### src/rtl/simd_accum.sv
// rtl/simd_accum.sv - SIMD lane accumulator with 4x12 or 2x24 lane split
// Sums (or subtracts) BEATS handshaked input beats per lane and tracks sticky per-lane carry/borrow flags.
module simd_accum #(
  parameter int BEATS = 4
) (
  input  logic        clk,
  input  logic        rst,
  input  logic        start,
  input  logic        mode,
  input  logic        sub,
  input  logic        in_valid,
  input  logic [47:0] in_data,
  output logic        in_ready,
  output logic        out_valid,
  input  logic        out_ready,
  output logic [47:0] out_data,
  output logic [3:0]  out_carry,
  output logic        busy
);

  typedef enum logic [1:0] {IDLE, ACC, OUT} state_e;

  state_e      state_q, state_d;
  logic        mode_q, mode_d;
  logic        sub_q, sub_d;
  logic [47:0] acc_q, acc_d;
  logic [3:0]  carry_q, carry_d;
  logic [7:0]  cnt_q, cnt_d;

  logic [47:0] lane_sum;
  logic [3:0]  lane_cout;
  logic [12:0] t12;
  logic [24:0] t24;

  // Each lane is zero-extended by one bit so the top bit is its own carry/borrow.
  always_comb begin
    lane_sum  = '0;
    lane_cout = '0;
    t12       = '0;
    t24       = '0;
    if (mode_q) begin
      for (int i = 0; i < 2; i++) begin
        t24 = sub_q ? ({1'b0, acc_q[i*24 +: 24]} - {1'b0, in_data[i*24 +: 24]})
                    : ({1'b0, acc_q[i*24 +: 24]} + {1'b0, in_data[i*24 +: 24]});
        lane_sum[i*24 +: 24] = t24[23:0];
        lane_cout[i]         = t24[24];
      end
    end else begin
      for (int i = 0; i < 4; i++) begin
        t12 = sub_q ? ({1'b0, acc_q[i*12 +: 12]} - {1'b0, in_data[i*12 +: 12]})
                    : ({1'b0, acc_q[i*12 +: 12]} + {1'b0, in_data[i*12 +: 12]});
        lane_sum[i*12 +: 12] = t12[11:0];
        lane_cout[i]         = t12[12];
      end
    end
  end

  always_comb begin
    state_d = state_q;
    mode_d  = mode_q;
    sub_d   = sub_q;
    acc_d   = acc_q;
    carry_d = carry_q;
    cnt_d   = cnt_q;
    case (state_q)
      IDLE: begin
        if (start) begin
          mode_d  = mode;
          sub_d   = sub;
          acc_d   = '0;
          carry_d = '0;
          cnt_d   = '0;
          state_d = ACC;
        end
      end
      ACC: begin
        if (in_valid && in_ready) begin
          acc_d   = lane_sum;
          carry_d = carry_q | lane_cout;
          cnt_d   = cnt_q + 8'd1;
          if (cnt_q == 8'(BEATS - 1)) state_d = OUT;
        end
      end
      OUT: begin
        if (out_ready) state_d = IDLE;
      end
      default: state_d = IDLE;
    endcase
  end

  always_ff @(posedge clk or posedge rst) begin
    if (rst) begin
      state_q <= IDLE;
      mode_q  <= 1'b0;
      sub_q   <= 1'b0;
      acc_q   <= '0;
      carry_q <= '0;
      cnt_q   <= '0;
    end else begin
      state_q <= state_d;
      mode_q  <= mode_d;
      sub_q   <= sub_d;
      acc_q   <= acc_d;
      carry_q <= carry_d;
      cnt_q   <= cnt_d;
    end
  end

  assign in_ready  = (state_q == ACC);
  assign out_valid = (state_q == OUT);
  assign busy      = (state_q != IDLE);
  assign out_data  = acc_q;
  assign out_carry = carry_q;

endmodule

### config.mk
export PLATFORM = sky130hd
export DESIGN_NAME = simd_accum
export DESIGN_NICKNAME = d
export VERILOG_FILES = /design/src/rtl/simd_accum.sv
export SDC_FILE = /design/constraint.sdc
export NUM_CORES = 1
export LEC_CHECK = 0
export ABC_CLOCK_PERIOD_IN_PS = 10250
export CORE_MARGIN = 4
export CORE_UTILIZATION = 60
export DETAILED_ROUTE_END_ITERATION = 10
export PLACE_DENSITY = 0.89
export SLEW_MARGIN = 0
export SYNTH_ARGS = -nofsm -noshare
export SYNTH_HDL_FRONTEND = slang
export SYNTH_SLANG_ARGS = --single-unit
### constraint.sdc
create_clock -name clk -period 10.25 [get_ports clk]
set_input_delay 2.5625 -clock clk [delete_from_list [all_inputs] [get_ports clk]]
set_output_delay 2.5625 -clock clk [all_outputs]
set_load 0.01 [all_outputs]
[Word level (Yosys, flattened, before mapping)]
Index checks and enable logic that the tools add are counted.
Word-level totals
  register bits after elaboration: 64
  bits of input ports: 55
  output and inout bits: 55
  word-level logic and storage cells: 57
Operators by class
  $add $sub $neg: 13
  eq/ne operators: 7
  mux-type cells: 23
  bitwise operators: 1
  reduce and logical (&&, ||, !) cells: 7
Operators by type and width (count)
  48-bit two-way mux: 3
  48-bit one-hot mux with 2 select lines: 1
  12-bit by 12-bit adder with 13-bit output: 4
  13-bit two-way mux: 4
  12-bit by 12-bit subtractor with 13-bit output: 4
  24-bit by 24-bit adder with 25-bit output: 2
  25-bit two-way mux: 2
  24-bit by 24-bit subtractor with 25-bit output: 2
  8-bit two-way mux: 2
  8-bit one-hot mux with 2 select lines: 1
  2-bit two-way mux: 6
  8-bit by 1-bit adder with 8-bit output (second input constant): 1
  8-bit by 2-bit equality test with 1-bit output (second input constant): 1
  4-bit two-way mux: 2
  4-bit one-hot mux with 2 select lines: 1
  2-bit by 1-bit inequality test with 1-bit output (second input constant): 3
  2-bit one-hot mux with 3 select lines: 1
  4-bit bitwise OR: 1
  4-bit AND reduction: 1
  2-bit nonzero test: 2
  3-bit AND reduction: 1
  2-bit by 1-bit equality test with 1-bit output (second input constant): 1
  2-bit equality test (second input constant): 1
  2-bit zero test: 1
  3 further kinds: 3

[Longest topological paths before layout]
Gate-level depths: netlist (run 1).
  word-level depth: 6
  mapped depth: 18
  depth with buffers taken out: 18

[Worst setup path before layout (run 1)]
OpenSTA, ideal clock, no wires.
  path kind: input -> register
  from: input port in_data[29]
  to: register acc_q[47] (netlist: out_data[47])
  setup time: 126 ps
  arrival time: 5274 ps
  required time: 10124 ps
  path slack: 4850 ps
  cell stages on the path: 17
  buffers on the path: 1
  path through: nor3_1 > nand2b_1 > nor4b_1 > and3_1 > a21oi_1 > nor2_1 > xor2_1 > ha_1 > clkbuf_1 > a21oi_1 > o21bai_1 > o21ai_0 > a21oi_1 > a31oi_1 > a211oi_1 > o31a_1 > a221o_1
On the way
  cells in the longest elaborated chain, start to end: 5
  elaborated cells on any way between the ends: 6
  classes of those cells: add/sub: 2; mux: 4
Ends and longest elaborated chain
  start, declared: line 12  | input logic [47:0] in_data,
  24-bit by 24-bit adder with 25-bit output or 24-bit by 24-bit subtractor with 25-bit output (tied branches): line 44, 43
  25-bit two-way mux (*): line 43  | t24 = sub_q ? ({1'b0, acc_q[i*24 +: 24]} - {1'b0, in_data[i*24 +: 24]})
  48-bit two-way mux (*): line 41  | if (mode_q) begin
  48-bit two-way mux (*): line 77  | if (in_valid && in_ready) begin
  48-bit one-hot mux with 2 select lines (*): line 65  | case (state_q)
  end signal, assigned: line 96  | acc_q <= '0;
  end signal, assigned: line 103  | acc_q <= acc_d;
  end, declared: line 26  | logic [47:0] acc_q, acc_d;
Every way passes the cells marked *; elsewhere a longest branch is shown, timed or not. The select of a mux whose other input is x is not followed.
A chain may end at the register's enable or synchronous reset.

[Worst setup path after layout (run 1)]
  from: input port in_data[0]
  to: register acc_q[23] (netlist: out_data[23])
The elaborated chain is that of the path after synthesis.

==> impl_metrics.tcl, run 1 <==
set metrics [dict create \
    drive_above_1_share 0.04861 \
    hold_viol_final 0 \
    die-area_sq_um 13700 \
    fin_crit_ns 6.291 \
    relSlewSlack 0.3638 \
    n_fill_cell 877 \
    synth_cell_type_count 73 \
    postRouteAntennaNets 0 \
    fin_nets 1139 \
    cap_viol_max_count 0 \
    synth_cells 904 \
    fin_cells 1151 \
    wl_um 19680 \
    dieWidth_um 117.0 \
    synth-seq-cells 64 \
    coreArea_sq_um 11520 \
    drc 0 \
    cts_root_buffer "clkbuf_16" \
    finalSetupTns_ns 0 \
    timing.final.ws_setup_ns 3.959 \
    die_y_um 117.0 \
    async_flop_share 1.000 \
    met2_length_um 9360 \
    endpoint_kind "register" \
    cts_tree "done" \
    grt-ovfl-total 0 \
    multi_input_area_sq_um 5276 \
    synth_edf_count 0 \
    syn2layout_area_growth_pct 20.99 \
    worstPathRequired_ns 10.45 \
    cts_hold_buf 0 \
    dp_hpwl_um 14600 \
    power_density_nw_per_um2 379.0 \
    routedWlPerCell_um 17.10 \
    final-setup-viol-count 0 \
    portBuffers 109 \
    grt_usage 0.2973 \
    slew_viol_final 0 \
    grt_max_degree 65 \
    dp_slack_ns 3.692 \
    yosysWarningCount 0 \
    clock.fmax_mhz 159.0 \
    first_pass_iters 5 \
    power.leakage_nw 3.839 \
    n_antenna_cell 0 \
    syn_nets 1040 \
    num_vias 7106 \
    wl_met3_um 1297 \
    grt_pass1_vias 6967 \
    status "finished clean" \
    crit_type "input pin to register" \
    grt_pass1_wl_um 32570 \
    seq_area_sq_um 1603 \
    dp.cells 1135 \
    initial_core_util 0.6195 \
    synth_flop_cell "dfrtp_1" \
    io_pins 110 \
    syn-mean-instance-area_sq_um 7.892 \
    crit_path_max_fanout 8 \
    worstPathArrival_ns 6.50 \
    via_per_inst 6.174 \
    cts_setup_buffers 0 \
    synth_area_sq_um 7134 \
    htreeDepth 3 \
    drtIter0Drc 586 \
    rsz0062_at_grt "false" \
    routed.top_layer "met4" \
    fin_crit_sh 0.6138 \
    cts.repair.resized 0 \
    fin_skew_ns 0.005413 \
    critPathLaunchType "input pin" \
    min_path_type "register to register" \
    synth-seq-area-share 0.2245 \
    cts_buffer_depth 2 \
    tightest_slew_ns 0.9520 \
    num_rows 39 \
    place.gp.congestion 0.9346 \
    clk_pin_slew_ns 0.06 \
    antenna_found_initial 0 \
    ir_drop_mv 0.1953 \
    wl_met1_um 8479 \
    power.total_w 0.003271 \
    insertion_delay_ns 0.35 \
    clock-sinks 64 \
    cts_made_buffers 9 \
]
-- state kept, by name (all words and copies together) (netlist names) --
| register | cells |
|---|---|
| cnt_q | 8 |
| mode_q | 1 |
| out_carry | 4 |
| out_data | 48 |
| state_q | 2 |
| sub_q | 1 |
-- cell families (layout without fill, tap and decap cells) --
logic type / after synthesis / count (layout) / synth area share
buffers and inverters: 70 / 174 / 0.03700
xor gates and xnor gates: 121 / 121 / 0.1485
and+or+nand+nor: 313 / 313 / 0.2083
AOI/OAI and AO/OA: 249 / 249 / 0.2261
DFF: 64 / 64 / 0.2245
muxes: 6 / 6 / 0.009294
adders and majority gates: 81 / 81 / 0.1463
-- critical path, cell delays in order --
cell and delay, ns:
clkdlybuf4s50_1 0.53, inv_1 0.06, ha_1 0.23, nand3b_1 0.15, nor2_1 0.09, a21oi_1 0.64
nor2_1 0.14, xor2_1 0.18, ha_1 0.39, inv_1 0.09, nor3_1 0.23, nand3_1 0.11
a2111oi_0 0.57, o41ai_1 0.20, xnor2_1 0.16, nand2_1 0.08, o211ai_1 0.08
-- per-layer routing --
| layer | vias up | GRT usage |
|---|---|---|
| li1 | 3431 | - |
| met1 | 3329 | 0.3808 |
| met2 | 291 | 0.4998 |
| met3 | 55 | 0.06118 |
| met4 | 0 | 0.1032 |
| met5 | - | 0 |
-- layout make-up --
| class | count | area share |
|---|---|---|
| well taps | 143 | 0.02073 |
| inverters | 45 | 0.01957 |
| clock buffers | 11 | 0.02928 |
| clock inverters | 5 | 0.003624 |
| repair buffers | 113 | 0.1299 |
| flip-flops and latches | 64 | 0.1857 |
| multi-input cells | 770 | 0.6112 |
-- synthesized netlist by cell type (all sizes together) (7+ instances only) --
| library cell | n | area, sq um |
|---|---|---|
| a21o | 17 | 127.6 |
| a21oi | 80 | 407.9 |
| a22oi | 7 | 52.55 |
| a31oi | 12 | 102.6 |
| and3 | 9 | 56.30 |
| clkbuf | 23 | 86.33 |
| dfrtp | 64 | 1602 |
| ha | 77 | 963.4 |
| inv | 45 | 168.9 |
| nand2 | 77 | 289.0 |
| nand2b | 14 | 87.58 |
| nand3 | 14 | 70.07 |
| nand4 | 9 | 56.30 |
| nor2 | 106 | 397.9 |
| nor2b | 16 | 100.1 |
| nor3 | 29 | 150.1 |
| nor4 | 12 | 75.07 |
| o21ai | 63 | 326.6 |
| o31ai | 7 | 52.55 |
| xnor2 | 70 | 613.1 |
| xor2 | 51 | 446.7 |
-- stage by stage --
| stage | hold WS (ns) | instance area, sq um | utilization |
|---|---|---|---|
| floorplan | 0.4897 | 7134 | - |
| global placement | 0.4734 | 8348 | 0.7249 |
| detailed placement | 0.4886 | 8348 | 0.7249 |
| CTS | 0.5006 | 8632 | 0.7496 |
| global route | 0.5399 | 8632 | 0.7496 |
| finish | 0.4996 | 8632 | 0.7496 |
-- cells in the final DEF (no fill, tap or decap), types with 4 or more instances in the layout --
master           Yosys  layout
clkdlybuf4s50_1      0     109
nor2_1             106     105
a21oi_1             78      78
nand2_1             77      77
ha_1                77      77
xnor2_1             70      70
dfrtp_1             64      63
o21ai_0             59      59
xor2_1              51      51
inv_1               45      44
nor3_1              28      28
a21o_1              17      17
nor2b_1             16      16
nand2b_1            14      14
nand3_1             14      14
nor4_1              12      12
and3_1               9       9
a31oi_1              9       9
nand4_1              9       9
clkbuf_16            0       9
o31ai_1              7       7
a22oi_1              7       7
o21a_1               6       6
o211ai_1             6       6
or2_2                5       5
o21bai_1             5       5
mux2_2               5       5
and2_1               4       4
or4_1                4       4
a211oi_1             4       4
fa_1                 4       4
buf_4                0       4
-- path summary, 6_finish.rpt --
check	startpoint	endpoint	slack (ns)	depth (start not counted)
worst min-delay path	out_carry[3]$_DFFE_PP0P_	out_carry[3]$_DFFE_PP0P_	0.50	2
worst max-delay path	in_data[0]	out_data[23]$_DFFE_PP0P_	3.96	17
worst max register to register	sub_q$_DFFE_PP0P_	out_data[46]$_DFFE_PP0P_	6.31	12
worst min register to register	out_carry[3]$_DFFE_PP0P_	out_carry[3]$_DFFE_PP0P_	0.50	2
min in group asynchronous	rst	out_data[7]$_DFFE_PP0P_	2.80	3
max in group asynchronous	rst	sub_q$_DFFE_PP0P_	6.82	3
-- power breakdown --
part,internal [W],switching (W)
sequential,0.000369,0.000139
combinational,0.00111,0.00136
clock,0.000176,0.000123
total,0.00165,0.00162
No activity file was read; power rests on OpenSTA's default activity.
==> run 2, diff against run 1 <==
--- a/config.mk
+++ b/config.mk
@@ -5,11 +5,11 @@
 export SDC_FILE = /design/constraint.sdc
 export NUM_CORES = 1
 export LEC_CHECK = 0
-export ABC_CLOCK_PERIOD_IN_PS = 10250
+export ABC_CLOCK_PERIOD_IN_PS = 6100
 export CORE_MARGIN = 4
-export CORE_UTILIZATION = 60
+export CORE_UTILIZATION = 56
 export DETAILED_ROUTE_END_ITERATION = 10
-export PLACE_DENSITY = 0.89
+export PLACE_DENSITY = 0.84
 export SLEW_MARGIN = 0
 export SYNTH_ARGS = -nofsm -noshare
 export SYNTH_HDL_FRONTEND = slang
==> constraint.sdc (replaced) <==
create_clock -name clk -period 6.1 [get_ports clk]
set_input_delay 1.525 -clock clk [delete_from_list [all_inputs] [get_ports clk]]
set_output_delay 1.525 -clock clk [all_outputs]
set_load 0.01 [all_outputs]
==> run 2 against run 1 <==
  * Count of clock-buffer cells in the layout is 2 lower
  * Cell count up 2.3%
  * Largest cell class unchanged
  * Register-to-register slack lost 4.7 ns
  * Sequential share of layout area shrank 0.11 points
  * Flip-flop and latch count is the same
  * Clock skew decreased by 0.00076 ns
  * Sequential power up 69%
  * Via count decreased by 1.7%
  * Highest routed layer unchanged
  * Non-clock buffer count grew 1
  * First-iteration DRC count is 27% lower
  * Clock power increased by 76%
  * Critical path type unchanged
  * Utilization shrank 4.1 points
==> impl_metrics.tcl, run 2 (synthesis results as in run 1) <==
set metrics [dict create \
    p_sw_w 0.002683 \
    htreeDepth 3 \
    postRouteAntennaNets 0 \
    cts_tree "done" \
    hold_depth 2 \
    portBuffers 109 \
    slew_viol_final 0 \
    slowest_stage "a2111oi_0" \
    max_stage_delay_ns 0.95 \
    fin_crit_sh 0.8996 \
    io_pins 110 \
    place.gp.congestion 0.9531 \
    antenna_found_initial 0 \
    cts_buffer_depth 2 \
    grt_pass1_wl_um 32480 \
    die_y_um 120.9 \
    relSlewSlack 0.2270 \
    reg2regPathDepth 14 \
    path_cells "clkdlybuf4s50_1 > nor3_1 > a31oi_1 > nor2_1 > o21ai_0 > xnor2_1 > ha_1 > inv_1 > nor3_1 > nand3_1 > a2111oi_0 > o41ai_1 > xnor2_1 > nand2_1 > o211ai_1" \
    routedWlPerCell_um 16.55 \
    rsz0062_at_grt "false" \
    rrSetupSlack_ns 1.64 \
    p_seq_frac 0.157 \
    grt_usage 0.2724 \
    cts_hold_buf 0 \
    tightest_slew_ns 1.130 \
    clockPowerShare 0.096 \
    num_vias 6984 \
    syn2layout_area_growth_pct 21.73 \
    final-setup-viol-count 0 \
    layout_common_cells "clkdlybuf4s50_1 (109), nor2_1 (105), a21oi_1 (78), nand2_1 (77), ha_1 (77)" \
    coreArea_sq_um 12260 \
    r2r_start "sub_q$_DFFE_PP0P_" \
    cts.repair.resized 0 \
    power_density_nw_per_um2 630.4 \
    drive_above_1_share 0.04955 \
    via_per_inst 5.934 \
    dieWidth_um 120.9 \
    path_delay_family "compound AO/OA/AOI/OAI gates" \
    comb_power_share 0.747 \
    grt_max_degree 35 \
    drc 0 \
    crit_path_max_fanout 4 \
    clock-sinks 64 \
    hold_viol_final 0 \
    ir_drop_mv 0.3649 \
    cap_viol_max_count 0 \
    insertion_delay_ns 0.34 \
    fin_crit_ns 5.487 \
    worstPathRequired_ns 6.31 \
    finalSetupTns_ns 0 \
    switching_share 0.4900 \
    p_int_w 0.002792 \
    endpoint_kind "register" \
    wl_um 19480 \
    die-area_sq_um 14610 \
    cts_setup_buffers 0 \
    final_common_cell "clkdlybuf4s50_1" \
    cts_made_buffers 9 \
    min_from "out_carry[3]$_DFFE_PP0P_" \
    n_antenna_cell 0 \
    grt_pass1_vias 6924 \
    clk_pin_slew_ns 0.06 \
    worstPathArrival_ns 5.69 \
    fin_nets 1140 \
    num_rows 40 \
    critPathLaunchType "input pin" \
    clock.fmax_mhz 182.2 \
    n_fill_cell 1004 \
    reg2reg_to "out_data[23]$_DFFE_PP0P_" \
    cts_root_buffer "clkbuf_16" \
    largest_register_ffs 48 \
    min_path_type "register to register" \
    whs_endpoint "out_carry[3]$_DFFE_PP0P_" \
    initial_core_util 0.5818 \
    post-route-util 0.7083 \
    crit_type "input pin to register" \
    grt-ovfl-total 0 \
    crit_buf_inv 2 \
    status "finished clean" \
    drtIter0Drc 428 \
    dp_hpwl_um 14980 \
    fin_skew_ns 0.004656 \
    power.leakage_nw 3.844 \
    first_pass_iters 7 \
]
==> run 2: changes by cell type in the layout (fill, tap and decap cells not counted), sizes merged <==
| cell | delta |
|---|---|
| clkinvlp | +1 |
| clkbuf | -2 |
| buf | +1 |
| bufinv | +1 |
==> run 2: worst max-delay path by stage <==
stage | startpoint | to | slack [ns] | depth (start not counted)
2_1_floorplan | in_data[29] | out_data[47]$_DFFE_PP0P_ | 1.74 | 17
5_1_grt | in_data[0] | out_data[23]$_DFFE_PP0P_ | 0.22 | 15
6_report | in_data[0] | out_data[23]$_DFFE_PP0P_ | 0.61 | 15
3_5_place_dp | in_data[0] | out_data[23]$_DFFE_PP0P_ | 0.38 | 15
4_1_cts | in_data[0] | out_data[23]$_DFFE_PP0P_ | 0.74 | 15
3_3_place_gp | in_data[0] | out_data[23]$_DFFE_PP0P_ | 0.43 | 15
==> run 2: worst min-delay path, cell delays in order, from the launching register on <==
cell,delay (ns)
dfrtp_1,0.35
nand2_1,0.05
o21ai_0,0.06
==> run 2: final cells by class <==
class / instances / area, sq um / share of cell area
well taps: 168 / 210.2 / 0.02420
flip-flops and latches: 64 / 1603 / 0.1846
clock inverters: 7 / 72.57 / 0.008356
repair buffers: 114 / 1129 / 0.1300
multi-input cells: 770 / 5276 / 0.6075
clock buffers: 9 / 225.2 / 0.02593
inverters: 45 / 168.9 / 0.01945
==> run 2: power by group through the flow <==
stage          combinational (W)  clock (W)  sequential, W
2_1_floorplan            0.00296          0       0.000846
3_3_place_gp             0.00394          0       0.000853
3_5_place_dp             0.00404          0       0.000860
4_1_cts                  0.00408   0.000531       0.000856
5_1_grt                  0.00457   0.000550       0.000889
6_report                 0.00409   0.000525       0.000858
==> run 2: routing by layer <==
metal	vias to the layer above	global-route usage	part of all wire
li1	3425	-	-
met1	3269	0.3441	0.43
met2	248	0.4637	0.48
met3	42	0.04662	0.067
met4	0	0.1048	0.028
met5	-	0	0
==> run 2: through the flow <==
stage / worst slack (ns) / std cells / total power [W] / cell area [sq um] / hold slack, ns
3_5_place_dp: 0.3834 / 1161 / 0.004897 / 8387 / 0.4785
3_3_place_gp: 0.4279 / 1161 / 0.004788 / 8387 / 0.4787
2_1_floorplan: 1.737 / 904 / 0.003808 / 7134 / 0.4897
6_report: 0.6127 / 1177 / 0.005475 / 8685 / 0.4910
4_1_cts: 0.7412 / 1177 / 0.005463 / 8685 / 0.4914
5_1_grt: 0.2157 / 1177 / 0.006004 / 8685 / 0.5406
